--- config.mk ---
export PLATFORM = sky130hd
export DESIGN_NAME = multicycle_ctrl
export DESIGN_NICKNAME = d
export VERILOG_FILES = /design/src/rtl/ctrl_pkg.sv /design/src/rtl/alu_decode.sv /design/src/rtl/multicycle_ctrl.sv
export SDC_FILE = /design/constraint.sdc
export NUM_CORES = 1
export LEC_CHECK = 0
export ABC_AREA = 1
export ABC_CLOCK_PERIOD_IN_PS = 3800
export BUFFER_PORTS_ARGS = -buffer_cell sky130_fd_sc_hd__buf_2
export CORE_MARGIN = 2
export CORE_UTILIZATION = 35
export CTS_CLUSTER_SIZE = 12
export DETAILED_ROUTE_END_ITERATION = 8
export GPL_TIMING_DRIVEN = 0
export SKIP_CTS_REPAIR_TIMING = 1
export SYNTH_ARGS = -nofsm -noshare
export SYNTH_HDL_FRONTEND = slang
export SYNTH_SLANG_ARGS = --single-unit
--- constraint.sdc ---
create_clock -name clk -period 3.8 [get_ports clk]
set_input_delay 0.76 -clock clk [delete_from_list [all_inputs] [get_ports clk]]
set_output_delay 0.76 -clock clk [all_outputs]
set_load 0.1 [all_outputs]
--- src/rtl/ctrl_pkg.sv ---
// Shared constants and types for the multi-cycle MIPS-subset control unit:
// opcode/funct encodings, ALU codes, FSM states and the datapath control word.
package ctrl_pkg;

  localparam int ALU_CTRL_W_DEF = 3;

  localparam logic [5:0] OP_RTYPE = 6'b000000;
  localparam logic [5:0] OP_J     = 6'b000010;
  localparam logic [5:0] OP_BEQ   = 6'b000100;
  localparam logic [5:0] OP_ADDI  = 6'b001000;
  localparam logic [5:0] OP_LW    = 6'b100011;
  localparam logic [5:0] OP_SW    = 6'b101011;

  localparam logic [5:0] FN_ADD = 6'b100000;
  localparam logic [5:0] FN_SUB = 6'b100010;
  localparam logic [5:0] FN_AND = 6'b100100;
  localparam logic [5:0] FN_OR  = 6'b100101;
  localparam logic [5:0] FN_SLT = 6'b101010;

  localparam logic [ALU_CTRL_W_DEF-1:0] ALU_NOP = 3'd0;
  localparam logic [ALU_CTRL_W_DEF-1:0] ALU_ADD = 3'd1;
  localparam logic [ALU_CTRL_W_DEF-1:0] ALU_SUB = 3'd2;
  localparam logic [ALU_CTRL_W_DEF-1:0] ALU_AND = 3'd3;
  localparam logic [ALU_CTRL_W_DEF-1:0] ALU_OR  = 3'd4;
  localparam logic [ALU_CTRL_W_DEF-1:0] ALU_SLT = 3'd5;

  localparam logic [1:0] PC_SRC_ALU    = 2'd0;
  localparam logic [1:0] PC_SRC_ALUOUT = 2'd1;
  localparam logic [1:0] PC_SRC_JUMP   = 2'd2;

  localparam logic [1:0] SRC_B_RT     = 2'd0;
  localparam logic [1:0] SRC_B_FOUR   = 2'd1;
  localparam logic [1:0] SRC_B_IMM    = 2'd2;
  localparam logic [1:0] SRC_B_IMM_SH = 2'd3;

  typedef enum logic [3:0] {
    S_FETCH    = 4'd0,
    S_DECODE   = 4'd1,
    S_MEM_ADDR = 4'd2,
    S_MEM_RD   = 4'd3,
    S_MEM_WB   = 4'd4,
    S_MEM_WR   = 4'd5,
    S_R_EXEC   = 4'd6,
    S_R_WB     = 4'd7,
    S_I_EXEC   = 4'd8,
    S_I_WB     = 4'd9,
    S_BRANCH   = 4'd10,
    S_JUMP     = 4'd11,
    S_TRAP     = 4'd12
  } state_e;

  typedef struct packed {
    logic       mem_req;
    logic       mem_write;
    logic       iord;
    logic       ir_write;
    logic       pc_write;
    logic [1:0] pc_src;
    logic       alu_src_a;
    logic [1:0] alu_src_b;
    logic       reg_dst;
    logic       reg_write;
    logic       mem_to_reg;
    logic       instr_done;
    logic       illegal_op;
  } ctrl_t;

endpackage

--- src/rtl/alu_decode.sv ---
// Purpose: map an R-type funct field to an ALU operation and flag unsupported codes.
// Latency: purely combinational, zero cycles.
// Backpressure: none; no handshake.
module alu_decode
  import ctrl_pkg::*;
#(
  parameter int ALU_CTRL_W = ALU_CTRL_W_DEF
) (
  input  logic [5:0]            funct,
  output logic [ALU_CTRL_W-1:0] alu_ctrl,
  output logic                  valid
);

  always_comb begin
    alu_ctrl = '0;
    valid    = 1'b1;
    case (funct)
      FN_ADD:  alu_ctrl = ALU_CTRL_W'(ALU_ADD);
      FN_SUB:  alu_ctrl = ALU_CTRL_W'(ALU_SUB);
      FN_AND:  alu_ctrl = ALU_CTRL_W'(ALU_AND);
      FN_OR:   alu_ctrl = ALU_CTRL_W'(ALU_OR);
      FN_SLT:  alu_ctrl = ALU_CTRL_W'(ALU_SLT);
      default: valid    = 1'b0;
    endcase
  end

endmodule

--- src/rtl/multicycle_ctrl.sv ---
// Purpose: multi-cycle FSM sequencing lw/sw/R/addi/beq/j, trapping on unknown encodings.
// Latency: 3-5 cycles per instruction plus one per memory-wait cycle.
// Backpressure: FETCH, MEM_RD and MEM_WR hold mem_req and selects until mem_ready.
module multicycle_ctrl
  import ctrl_pkg::*;
#(
  parameter int ALU_CTRL_W = ALU_CTRL_W_DEF,
  parameter int CNT_W      = 32
) (
  input  logic                  clk,
  input  logic                  reset,
  input  logic [5:0]            op,
  input  logic [5:0]            funct,
  input  logic                  zero,
  input  logic                  mem_ready,
  output logic                  mem_req,
  output logic                  mem_write,
  output logic                  iord,
  output logic                  ir_write,
  output logic                  pc_write,
  output logic [1:0]            pc_src,
  output logic                  alu_src_a,
  output logic [1:0]            alu_src_b,
  output logic [ALU_CTRL_W-1:0] alu_ctrl,
  output logic                  reg_dst,
  output logic                  reg_write,
  output logic                  mem_to_reg,
  output logic                  instr_done,
  output logic                  illegal_op,
  output logic [CNT_W-1:0]      instr_count
);

  localparam logic [ALU_CTRL_W-1:0] A_ADD = ALU_CTRL_W'(ALU_ADD);
  localparam logic [ALU_CTRL_W-1:0] A_SUB = ALU_CTRL_W'(ALU_SUB);

  state_e                  state;
  state_e                  state_nxt;
  logic                    is_sw;
  ctrl_t                   ctl;
  ctrl_t                   ctl_out;
  logic [ALU_CTRL_W-1:0]   alu_sel;
  logic [ALU_CTRL_W-1:0]   fn_alu;
  logic                    fn_valid;

  alu_decode #(.ALU_CTRL_W(ALU_CTRL_W)) u_alu_decode (
    .funct    (funct),
    .alu_ctrl (fn_alu),
    .valid    (fn_valid)
  );

  // lw/sw choice is latched in DECODE so op is not consulted in MEM_ADDR.
  always_ff @(posedge clk or posedge reset) begin
    if (reset) begin
      state <= S_FETCH;
      is_sw <= 1'b0;
    end else begin
      state <= state_nxt;
      if (state == S_DECODE) is_sw <= (op == OP_SW);
    end
  end

  always_comb begin
    state_nxt = state;
    case (state)
      S_FETCH:    if (mem_ready) state_nxt = S_DECODE;
      S_DECODE: begin
        case (op)
          OP_LW, OP_SW: state_nxt = S_MEM_ADDR;
          OP_RTYPE:     state_nxt = fn_valid ? S_R_EXEC : S_TRAP;
          OP_ADDI:      state_nxt = S_I_EXEC;
          OP_BEQ:       state_nxt = S_BRANCH;
          OP_J:         state_nxt = S_JUMP;
          default:      state_nxt = S_TRAP;
        endcase
      end
      S_MEM_ADDR: state_nxt = is_sw ? S_MEM_WR : S_MEM_RD;
      S_MEM_RD:   if (mem_ready) state_nxt = S_MEM_WB;
      S_MEM_WR:   if (mem_ready) state_nxt = S_FETCH;
      S_R_EXEC:   state_nxt = S_R_WB;
      S_I_EXEC:   state_nxt = S_I_WB;
      S_MEM_WB, S_R_WB, S_I_WB, S_BRANCH, S_JUMP: state_nxt = S_FETCH;
      S_TRAP:     state_nxt = S_TRAP;
      default:    state_nxt = S_FETCH;
    endcase
  end

  always_comb begin
    ctl     = '0;
    alu_sel = '0;
    case (state)
      S_FETCH: begin
        ctl.mem_req   = 1'b1;
        ctl.alu_src_b = SRC_B_FOUR;
        ctl.pc_src    = PC_SRC_ALU;
        ctl.ir_write  = mem_ready;
        ctl.pc_write  = mem_ready;
        alu_sel       = A_ADD;
      end
      S_DECODE: begin
        ctl.alu_src_b = SRC_B_IMM_SH;
        alu_sel       = A_ADD;
      end
      S_MEM_ADDR, S_I_EXEC: begin
        ctl.alu_src_a = 1'b1;
        ctl.alu_src_b = SRC_B_IMM;
        alu_sel       = A_ADD;
      end
      S_MEM_RD: begin
        ctl.mem_req = 1'b1;
        ctl.iord    = 1'b1;
      end
      S_MEM_WB: begin
        ctl.reg_write  = 1'b1;
        ctl.mem_to_reg = 1'b1;
        ctl.instr_done = 1'b1;
      end
      S_MEM_WR: begin
        ctl.mem_req    = 1'b1;
        ctl.mem_write  = 1'b1;
        ctl.iord       = 1'b1;
        ctl.instr_done = mem_ready;
      end
      S_R_EXEC: begin
        ctl.alu_src_a = 1'b1;
        ctl.alu_src_b = SRC_B_RT;
        alu_sel       = fn_alu;
      end
      S_R_WB: begin
        ctl.reg_write  = 1'b1;
        ctl.reg_dst    = 1'b1;
        ctl.instr_done = 1'b1;
      end
      S_I_WB: begin
        ctl.reg_write  = 1'b1;
        ctl.instr_done = 1'b1;
      end
      S_BRANCH: begin
        ctl.alu_src_a  = 1'b1;
        ctl.alu_src_b  = SRC_B_RT;
        ctl.pc_src     = PC_SRC_ALUOUT;
        ctl.pc_write   = zero;
        ctl.instr_done = 1'b1;
        alu_sel        = A_SUB;
      end
      S_JUMP: begin
        ctl.pc_src     = PC_SRC_JUMP;
        ctl.pc_write   = 1'b1;
        ctl.instr_done = 1'b1;
      end
      S_TRAP:  ctl.illegal_op = 1'b1;
      default: ctl = '0;
    endcase
  end

  // Reset gates the outputs directly so they drop without waiting for an edge.
  assign ctl_out    = reset ? '0 : ctl;
  assign alu_ctrl   = reset ? '0 : alu_sel;
  assign mem_req    = ctl_out.mem_req;
  assign mem_write  = ctl_out.mem_write;
  assign iord       = ctl_out.iord;
  assign ir_write   = ctl_out.ir_write;
  assign pc_write   = ctl_out.pc_write;
  assign pc_src     = ctl_out.pc_src;
  assign alu_src_a  = ctl_out.alu_src_a;
  assign alu_src_b  = ctl_out.alu_src_b;
  assign reg_dst    = ctl_out.reg_dst;
  assign reg_write  = ctl_out.reg_write;
  assign mem_to_reg = ctl_out.mem_to_reg;
  assign instr_done = ctl_out.instr_done;
  assign illegal_op = ctl_out.illegal_op;

  always_ff @(posedge clk or posedge reset) begin
    if (reset) begin
      instr_count <= '0;
    end else if (ctl.instr_done) begin
      instr_count <= instr_count + CNT_W'(1);
    end
  end

endmodule

==> results of run 1 <==
==> kinds of logic (layout without fill, tap and decap cells) <==
group | Yosys count | after routing
compound gates | 25 | 25
xor+xnor | 16 | 16
fa+ha+maj | 1 | 1
buf+inv | 64 | 136
flops | 37 | 37
simple gates | 311 | 311
==> area by class of cell <==
class / instances / area, sq um
Multi-Input combinational cell: 353 / 1580
Sequential cell: 37 / 926
Tap cell: 102 / 128
Clock inverter: 3 / 65.1
Buffer: 7 / 56.3
Fill cell: 832 / 4330
Timing Repair Buffer: 64 / 320
Clock buffer: 5 / 68.8
Inverter: 57 / 214
==> where the power goes <==
group / switching, mW / leakage (nW) / total, mW / internal, mW
combinational: 0.995 / 1.22 / 1.24 / 0.244
sequential: 0.0850 / 0.473 / 0.541 / 0.456
clock: 0.148 / 0.0681 / 0.409 / 0.261
==> sequential cells by signal, summed over array words and instances (netlist names) <==
signal	count
instr_count	32
state	4
is_sw	1
==> metal layers <==
layer / wire, um / up-vias
met5: 0 / -
li1: - / 1545
met3: 387 / 9
met1: 3470 / 1320
met2: 3410 / 86
met4: 98 / 0
==> Yosys cell counts <==
cell type	number
clkbuf_1	2
buf_4	2
nor2_2	4
nor4_1	1
xnor2_1	1
a31oi_1	2
o21ai_2	1
a21oi_1	7
nand2_4	1
dfrtp_1	37
nor3_1	4
nor2_4	1
inv_2	1
ha_1	1
nand3_1	30
buf_6	3
nor3_2	1
nand2_1	180
nand4_1	6
inv_1	56
nor2_1	74
o21ai_1	1
xor2_1	15
nand2_2	3
nand3b_1	6
o21ai_0	14
==> worst paths after layout <==
check / startpoint / end / depth (start not counted)
max in group asynchronous: reset / instr_count[23] / 2
setup reg to reg: instr_count[0] / instr_count[16] / 7
hold reg to reg: instr_count[31] / instr_count[31] / 2
setup / recovery: reset / alu_src_b[1] / 5
min in group asynchronous: reset / instr_count[18] / 2
hold / removal: instr_count[31] / instr_count[31] / 2
==> worst min-delay path: cells and delay by family (launching register included) <==
kind | cells | cell delay, ps
flops | 1 | 380
simple gates | 2 | 120
==> per-stage QoR <==
stage,power (mW),area (sq um),hold WS [ps]
finish,2.19,3360,541
global route,2.33,3360,562
CTS,2.20,3360,551
detailed placement,1.79,3220,531
global placement,1.78,3220,513
floorplan,1.56,2770,505
==> summary.md, run 1 <==
| Metric | Value |
|---|---|
| Worst-Margin Slew | `slightly above 800 ps` |
| Status | `complete, no violations` |
| I/O Buffers | `64` |
| Initial core utilization | `36.0%` |
| Die height | `92.9 um` |
| Pleak | `1.76 nW` |
| Unrepaired setup endpoints after global routing | `no` |
| Largest net degree at the start of global routing | `41` |
| PwrDens | `approximately 650 nW/um^2` |
| Share of cells above drive strength 1 | `approximately 17%` |
| Core area | `7690 sq um` |
| Antenna violations before repair | `0` |
| Yosys Warn Count | `0` |
| DRT Pass-1 Iters | `4` |
| Worst skew pair latency | `290 ps` |
| Root Buffer Master | `clkbuf_8` |
| # nets final | `542` |
| Skew final | `7.56 ps` |
| Setup violations, final | `0` |
| Mux cell area share after synthesis | `0%` |
| Drt wl/cell | `11.7 um` |
| Sequential fraction of the synthesis area | `33.4%` |
| Cell class contributing the biggest share of worst-path delay | `buffers and inverters` |
| Layout area overhead | `21.2%` |
| Setup TNS | `0 ps` |
| Final Critical Period | `3050 ps` |
| Tcrit/Tclk final | `80.4%` |
| Syn Nets | `471` |
| GR Util met1 | `between 20 and 25%` |
| Max_cap viols | `0` |
| CP max stage cell | `inv_2` |
| Worst slew margin | `45.9%` |
| Drt drc | `0` |
| CP cell instances | `clkbuf_1, inv_2, o21ai_0, inv_1, buf_2` |
| Crit path DAT | `2290 ps` |
| Fin. max-slew vios | `0` |
| Maximum vdd drop | `0.328 mV` |
| Grt met3 use | `3.34%` |
| Crit-path max cell delay | `640 ps` |
| GRT Util Overall | `18.1%` |
| Adder-cell share of the synthesized area | `less than 1%` |
| DIE WIDTH | `92.9 um` |
| Antenna Violating Nets Remaining | `0` |
| CTS tree | `yes` |
| GRT Max-Usage Layer | `met2` |
| Max clock buf depth | `2` |
| Post-Synth XOR/XNOR Area | `under 10%` |
| Most frequent cells in the layout | `180 x nand2_1, 74 x nor2_1, 64 x buf_2, 55 x inv_1, 37 x dfrtp_1` |
| First-pass GRT wire length | `between 10000 and 15000 um` |
| Placed cells | `620` |
| Min-delay worst type | `reg2reg` |
| Critical Path Fanout Max | `40` |
| Hold Vio Cnt, Final | `0` |
| Post-DP HPWL | `5840 um` |
| Clk sinks | `37` |
| Worst setup SP type | `input pin` |
| Mean Syn Cell Area | `between 6 and 7 sq um` |
| Reg2Reg Setup Slack | `1860 ps` |
| H-tree levels | `2` |
| Compound-Gate Fraction of Synth Area | `4.74%` |
| Final worst setup slack | `745 ps` |
| Vias in the first global route | `2817` |
| DP Worst Slack | `692 ps` |
| Non-Filler Instances | `about 630` |
| Die ar. | `between 8000 and 9000 sq um` |
| Crit end category | `output port` |
| #FFs+latches synth | `37` |
| Netlist Area Pre-Place | `2770 sq um` |
| GR Util met2 | `29.9%` |
| Top cell type's share of synthesized area | `roughly 33%` |
| Gpl congestion | `0.888` |
| Iter 0 DRT Violations | `104` |
| Vias per cell | `4.71` |
| Crit Path Class | `in2out` |
| Yosys top cell by area | `dfrtp_1` |
| Ranking of synthesized cells by area | `dfrtp_1 33%, nand2_1 24%, nor2_1 10%, inv_1 7.6%, nand3_1 5.4%` |
| Mapped Cells | `454` |
| Commonest non-fill, non-tap cell in the layout | `nand2_1` |
| Fmax achieved | `approximately 0.33 GHz` |
| Total CTS buffers | `5` |
| CP Data Required Time | `3040 ps` |
| Distinct cells, synth | `26` |
| Ant. Diodes | `0` |
| Critical path buffer and inverter count | `4` |
| Row count | `32` |
| Io pins | `66` |
| Clock transition at path regs | `80 ps` |
| Total wire length | `around 7400 um` |
| Main combinational cell family by area after synthesis | `simple AND/OR/NAND/NOR gates` |
| Simple logic cell fraction of the synthesized area | `between 40% and 50%` |
| Gr ovfl total | `0` |
| Post-layout util | `roughly 44%` |
| Total number of vias | `2960` |
No activity file was read; power rests on OpenSTA's default activity.
==> run 2: changes to the inputs <==
--- a/config.mk
+++ b/config.mk
@@ -6,7 +6,7 @@
 export NUM_CORES = 1
 export LEC_CHECK = 0
 export ABC_AREA = 1
-export ABC_CLOCK_PERIOD_IN_PS = 3800
+export ABC_CLOCK_PERIOD_IN_PS = 2470
 export BUFFER_PORTS_ARGS = -buffer_cell sky130_fd_sc_hd__buf_2
 export CORE_MARGIN = 2
 export CORE_UTILIZATION = 35
==> constraint.sdc (replaced) <==
create_clock -name clk -period 2.47 [get_ports clk]
set_input_delay 0.494 -clock clk [delete_from_list [all_inputs] [get_ports clk]]
set_output_delay 0.494 -clock clk [all_outputs]
set_load 0.1 [all_outputs]
==> run 2 against run 1 <==
Cell area is 2.2% higher. Clock-buffer cell count grew 2. Wire length grew 5.8%. Sequential power grew 56%. Critical path type is now reg2out. Highest routed layer unchanged.
==> summary.md, run 2 (same netlist as run 1, synthesis figures left out) <==
| Metric | Value |
|---|---|
| Crit Path Class | `reg2out` |
| Vias per cell | `4.81 (+2.0%)` |
| DIE WIDTH | `92.9 um (unchanged)` |
| CP max stage cell | `dfrtp_2` |
| Post-layout util | `44.6% (+0.94 points)` |
| I/O Buffers | `64 (unchanged)` |
| Critical path buffer and inverter count | `4 (unchanged)` |
| Pleak | `1.73 nW (-1.4%)` |
| Drt drc | `0 (unchanged)` |
| DP Worst Slack | `-251 ps (-942 ps)` |
| Post-DP HPWL | `5930 um (+1.5%)` |
| Reg2reg end | `instr_count[16]` |
| CTS tree | `yes` |
| Critical Path Fanout Max | `10 (-75%)` |
| Final worst setup slack | `124 ps (-621 ps)` |
| Largest registers | `instr_count: 32 flops, state: 4 flops, is_sw: 1 flops` |
| Vias in the first global route | `2770 (-1.7%)` |
| Fin. max-slew vios | `0 (unchanged)` |
| GRT Util Overall | `18.3% (+0.25 points)` |
| Non-Filler Instances | `630 (+0.32%)` |
| Power consumption | `3.32 mW (+52%)` |
| PwrDens | `967 nW/um^2 (+48%)` |
| Setup violations, final | `0 (unchanged)` |
| Max reg flops | `32 (unchanged)` |
| CP Data Required Time | `1980 ps (-1060 ps)` |
| Unrepaired setup endpoints after global routing | `yes` |
| Largest net degree at the start of global routing | `41 (unchanged)` |
| GR Util met1 | `22.9% (-1.1 points)` |
| GR Util met2 | `31.8% (+1.9 points)` |
| Skew final | `3.28 ps (-4.28 ps)` |
| Worst setup SP type | `register` |
| Crit-path max cell delay | `460 ps (-180 ps)` |
| Worst r2r src | `instr_count[0]` |
| Cell repeated most along the worst path | `nor2_4` |
| # nets final | `545 (+0.55%)` |
| Max_cap viols | `0 (unchanged)` |
| Row count | `32 (unchanged)` |
| Worst-Margin Slew | `1060 ps (+251 ps)` |
| Top reg by flops | `instr_count` |
| Antenna violations before repair | `0 (unchanged)` |
| Worst hold margin | `349 ps (-192 ps)` |
| Die ar. | `8640 sq um (unchanged)` |
| Status | `complete, no violations` |
| Commonest non-fill, non-tap cell in the layout | `nand2_1` |
| Tcrit/Tclk final | `95.0%` |
| Layout area overhead | `23.8%` |
| Hold Vio Cnt, Final | `0 (unchanged)` |
| Gr ovfl total | `0 (unchanged)` |
| Antenna Violating Nets Remaining | `0 (unchanged)` |
| GRT Max-Usage Layer | `met2` |
| Iter 0 DRT Violations | `106 (+1.9%)` |
| H-tree levels | `2 (unchanged)` |
| Clk sinks | `37 (unchanged)` |
| Placed cells | `620 (unchanged)` |
| DRT Pass-1 Iters | `4 (unchanged)` |
| Crit end category | `output port` |
| Root Buffer Master | `clkbuf_8` |
| Core area | `7690 sq um (unchanged)` |
| Reg2Reg Setup Slack | `570 ps (-1290 ps)` |
| Ant. Diodes | `0 (unchanged)` |
| Share of cells above drive strength 1 | `21.4% (+4.1 points)` |
| Maximum vdd drop | `0.627 mV (+91%)` |
| Initial core utilization | `36.0% (unchanged)` |
| Worst slew margin | `28.9% (-17 points)` |
| Cell class contributing the biggest share of worst-path delay | `buffers and inverters` |
| Most frequent cells in the layout | `179 x nand2_1, 72 x nor2_1, 58 x buf_2, 50 x inv_1, 33 x dfrtp_1` |
| Final Critical Period | `2350 ps` |
| Total CTS buffers | `5 (unchanged)` |
| Worst skew pair latency | `290 ps (about the same)` |
| Grt met3 use | `3.66% (+0.33 points)` |
| R2R cell count | `7 (unchanged)` |
| CP cell instances | `nor2_4, nand2_2, o21ai_2, inv_1, nand2_4, inv_2, buf_6, nor2_4, buf_12` |
| Max clock buf depth | `2 (unchanged)` |
| Io pins | `66 (unchanged)` |
| Crit path DAT | `1850 ps (-440 ps)` |
| Total wire length | `7790 um (+5.8%)` |
| Min-delay worst type | `in2async` |
| Total number of vias | `3029 (+2.3%)` |
| Die height | `92.9 um (unchanged)` |
| Drt wl/cell | `12.4 um (+5.5%)` |
| First-pass GRT wire length | `12800 um (+0.43%)` |
| Fmax achieved | `0.426 GHz` |
| Clock transition at path regs | `70 ps (about the same)` |
| Gpl congestion | `0.877 (-1.2%)` |
[run 2: changes by cell type in the layout (fill, tap and decap cells not counted), sizes merged]
| cell | previous run | this run |
|---|---|---|
| clkbuf | 7 | 13 |
| clkinv | 1 | 0 |
| inv | 57 | 55 |
| clkinvlp | 0 | 3 |
| buf | 69 | 67 |
| bufinv | 2 | 0 |
[run 2: worst reg2reg max path, stage by stage, from the launching register on]
cell	delay [ps]
dfrtp_1	460
ha_1	290
nand3_1	190
nor2_2	280
nand3b_1	150
nor2_1	190
nand2_1	100
xor2_1	140
[run 2: metal layers]
metal | part of all wire (%) | wire length (um)
met1 | 44 | 3450
met2 | 50 | 3880
met3 | 4.5 | 347
met4 | 1.4 | 111
met5 | 0 | 0
[run 2: area by class of cell]
class                           instances  area (sq um)
Timing Repair Buffer                   66           363
Sequential cell                        37           931
Fill cell                             844          4260
Clock buffer                            7          86.3
Inverter                               57           221
Tap cell                              102           128
Multi-Input combinational cell        353          1630
Buffer                                  7          60.1
Timing Repair inverter                  1          5.00
[run 2: worst max path at each step]
stage / startpoint / to / slack, ps / depth (start not counted)
final: state[3] / instr_done / 120 / 9
after global routing: state[1] / alu_ctrl[1] / -7 / 7
after CTS: reset / mem_req / -250 / 5
after detailed placement: reset / mem_req / -250 / 5
after global placement: reset / mem_req / -230 / 5
after floorplan: reset / alu_src_b[0] / -200 / 3
[run 2: where the power goes]
group	internal (mW)	switching, mW
logic	0.445	1.60
registers	0.706	0.136
clock network	0.221	0.212
total	1.37	1.94
[run 2: through the flow]
step | cell area [sq um] | TNS (ps)
floorplan | 2820 | -1600
global placement | 3270 | -467
detailed placement | 3270 | -517
CTS | 3350 | -1070
global route | 3430 | -6.70
finish | 3430 | 0
==> run 3: changes to the inputs <==
--- a/config.mk
+++ b/config.mk
@@ -5,7 +5,6 @@
 export SDC_FILE = /design/constraint.sdc
 export NUM_CORES = 1
 export LEC_CHECK = 0
-export ABC_AREA = 1
 export ABC_CLOCK_PERIOD_IN_PS = 2470
 export BUFFER_PORTS_ARGS = -buffer_cell sky130_fd_sc_hd__buf_2
 export CORE_MARGIN = 2
==> run 3 against run 2 <==
Final cell count decreased by 37%. Wire length fell by 27%. Cell area fell by 11%. Via count shrank 32%. First-iteration DRC count down 10%. Fmax shrank 1.1%. Critical path depth down 3. Clock-buffer cell count is 1 higher. Largest cell class unchanged. Highest routed layer unchanged.
==> summary.md, run 3 <==
| Metric | Value |
|---|---|
| Top_reg_cell synth | `dfrtp_1` |
| Max_cap viols | `0 (unchanged)` |
| Total CTS buffers | `5 (unchanged)` |
| Met2 WL | `2610 um (-33%)` |
| Io pins | `66 (unchanged)` |
| Post-DP HPWL | `4110 um (-31%)` |
| Commonest cells in the netlist | `37 x dfrtp_1, 25 x nor2_1, 23 x nand2_1` |
| Placed cells | `392 (-37%)` |
| Met1 wire length | `2800 um (-19%)` |
| Crit path DAT | `1880 ps (+30 ps)` |
| Layout area overhead | `33.2%` |
| I/O Buffers | `63 (-1.6%)` |
| Final worst setup slack | `97.6 ps (-26.5 ps)` |
| Cell class contributing the biggest share of worst-path delay | `buffers and inverters` |
| Largest net degree at the start of global routing | `38 (-7.3%)` |
| Largest registers | `instr_count: 32 flops, state: 4 flops, is_sw: 1 flops` |
| Top reg by flops | `instr_count` |
| Fmax achieved | `0.422 GHz (-1.1%)` |
| Total wire length | `5660 um (-27%)` |
| Core area | `6350 sq um (-17%)` |
| Row count | `29 (-9.4%)` |
| Ranking of synthesized cells by area | `dfrtp_1 40%, xnor2_1 6.9%, xor2_1 6.1%, nor2_1 4.1%, nand2_1 3.8%` |
| Initial core utilization | `36.2% (+0.20 points)` |
| Share of cells above drive strength 1 | `36.8% (+15 points)` |
| Final Critical Period | `2370 ps (+26.5 ps)` |
| Worst Hold Path Cells | `1` |
| Crit Path Class | `reg2out` |
| Drt wl/cell | `14.1 um (+14%)` |
| Critical path buffer and inverter count | `2 (-2)` |
| # fillers | `633 (-25%)` |
| Fin. max-slew vios | `0 (unchanged)` |
| H-tree levels | `2 (unchanged)` |
| Hold Path Origin | `instr_count[31]` |
| WHS Endpoint | `instr_count[31]` |
| Distinct cells, synth | `50 (+92%)` |
| DRT Pass-1 Iters | `4 (unchanged)` |
| Tcrit/Tclk final | `96.0% (+1.1 points)` |
| Non-Filler Instances | `400 (-37%)` |
| Commonest non-fill, non-tap cell in the layout | `buf_2` |
| Max clock buf depth | `2 (unchanged)` |
| Max reg flops | `32 (unchanged)` |
| Met3 Wirelength | `207 um (-40%)` |
| Top-count cell post-synth | `dfrtp_1` |
| PwrDens | `970 nW/um^2 (+0.28%)` |
| Skew final | `5.38 ps (+2.11 ps)` |
| Mean Syn Cell Area | `9.13 sq um (+50%)` |
| Clock transition at path regs | `70 ps (about the same)` |
| Die ar. | `7240 sq um (-16%)` |
| Number of flops mapped to enable cells by yosys | `0 (unchanged)` |
| Min-delay worst type | `reg2reg` |
| Reg2Reg Setup Slack | `210 ps (-360 ps)` |
| Gr ovfl total | `0 (unchanged)` |
| CP cell instances | `buf_6, nand2b_1, nand2b_1, o21ai_0, nor3_2, buf_2` |
| First-pass GRT wire length | `9450 um (-26%)` |
| Worst setup SP type | `register` |
| Gpl congestion | `0.819 (-6.6%)` |
| Uppermost routed layer | `met4` |
| Crit end category | `output port` |
| R2R cell count | `7 (unchanged)` |
| Hold Vio Cnt, Final | `0 (unchanged)` |
| Netlist Area Pre-Place | `2300 sq um (-17%)` |
| Reg2reg end | `instr_count[31]` |
| Root Buffer Master | `clkbuf_8` |
| Post-synth ARST share | `100% (unchanged)` |
| Critical Path Fanout Max | `10 (unchanged)` |
| CTS tree | `yes` |
| Worst-Margin Slew | `765 ps (-296 ps)` |
| Syn Nets | `269 (-43%)` |
| Crit-path max cell delay | `440 ps (-20 ps)` |
| DIE WIDTH | `85.1 um (-8.5%)` |
| Worst r2r src | `state[1]` |
| Clk sinks | `37 (unchanged)` |
| CP max stage cell | `buf_2` |
| Drt drc | `0 (unchanged)` |
| Ant. Diodes | `0 (unchanged)` |
| Total number of vias | `2074 (-32%)` |
| # nets final | `339 (-38%)` |
| Mapped Cells | `252 (-44%)` |
| #FFs+latches synth | `37 (unchanged)` |
| Yosys Warn Count | `0 (unchanged)` |
| Antenna Violating Nets Remaining | `0 (unchanged)` |
| Worst skew pair latency | `280 ps (about the same)` |
| Vias in the first global route | `1937 (-30%)` |
| Setup violations, final | `0 (unchanged)` |
| Yosys top cell by area | `dfrtp_1` |
| CP Data Required Time | `1980 ps (about the same)` |
| Iter 0 DRT Violations | `95 (-10%)` |
| Antenna violations before repair | `0 (unchanged)` |
| Unrepaired setup endpoints after global routing | `yes` |
| Pleak | `1.34 nW (-23%)` |
| DP Worst Slack | `-58.6 ps (+192 ps)` |
| Vias per cell | `5.19 (+7.8%)` |
| Cell repeated most along the worst path | `nand2b_1` |
| Status | `complete, no violations` |
| Top cell type's share of synthesized area | `40.3% (+6.8 points)` |
| Worst slew margin | `48.9% (+20 points)` |
| Most frequent cells in the layout | `52 x buf_2, 29 x dfrtp_1, 23 x nand2_1, 21 x nor2_1, 18 x xnor2_1` |
| Die height | `85.1 um (-8.5%)` |
| GRT Util Overall | `16.0% (-2.3 points)` |
| Maximum vdd drop | `0.785 mV (+25%)` |
| Sequential fraction of the synthesis area | `40.3% (+6.8 points)` |
[run 3: cell families (layout without fill, tap and decap cells)]
logic type               Yosys count  in the layout  share of synthesized area, %
AO/OA/AOI/OAI                     30             30                          9.63
XOR/XNOR                          34             34                          12.9
adder cells (fa/ha/maj)            2              2                         0.979
buffers and inverters             24             95                          5.01
flip-flops                        37             37                          40.3
multiplexers                       1              1                         0.435
AND/OR/NAND/NOR                  124            124                          30.7
[run 3: how the worst max path moves through the flow]
stage	from	end	cells past startpoint
after CTS	state[2]	iord	5
after global routing	state[1]	alu_src_a	5
after floorplan	reset	alu_src_b[1]	3
after detailed placement	state[2]	iord	5
final	state[0]	alu_src_b[1]	6
after global placement	state[2]	iord	5
[run 3: power by group]
group          switching, mW  internal, mW  leakage (nW)  total, mW
sequential             0.103         0.682         0.449      0.786
clock                  0.204         0.228        0.0455      0.431
combinational           1.32         0.439         0.849       1.75
total                   1.62          1.35          1.34       2.97
[run 3: worst reg2reg max path, delay by kind of cell (launching register included)]
kind / cells / cell delay [ps]
buffers and inverters: 2 / 290
AO/OA/AOI/OAI: 1 / 400
flip-flops: 1 / 370
XOR/XNOR: 1 / 170
AND/OR/NAND/NOR: 3 / 940
[run 3: metrics by stage]
| step | TNS, ps | hold slack (ps) | power [mW] | cell area (sq um) | utilization (%) |
|---|---|---|---|---|---|
| 6_report | 0 | 468 | 2.97 | 3060 | 48.2 |
| 5_1_grt | -21.8 | 483 | 3.13 | 3060 | 48.2 |
| 4_1_cts | -3090 | 468 | 2.91 | 2970 | 46.8 |
| 3_5_place_dp | -135 | 462 | 2.48 | 2880 | 45.3 |
| 3_3_place_gp | -764 | 453 | 2.47 | 2880 | 45.3 |
| 2_1_floorplan | -534 | 462 | 2.19 | 2470 | - |
[run 3: metal layers]
metal / vias to the layer above / track usage, %
met5: - / 0
met4: 0 / 3.90
met3: 5 / 2.92
met2: 45 / 24.1
met1: 993 / 23.8
li1: 1031 / -
[run 3: cell type report]
type / count / area (sq um) / area share (%)
Timing Repair Buffer: 63 / 377 / 12.3
Sequential cell: 37 / 936 / 30.6
Buffer: 13 / 86.3 / 2.82
Multi-Input combinational cell: 191 / 1430 / 46.8
Clock buffer: 8 / 90.1 / 2.94
Tap cell: 77 / 96.3 / 3.15
Inverter: 11 / 45.0 / 1.47
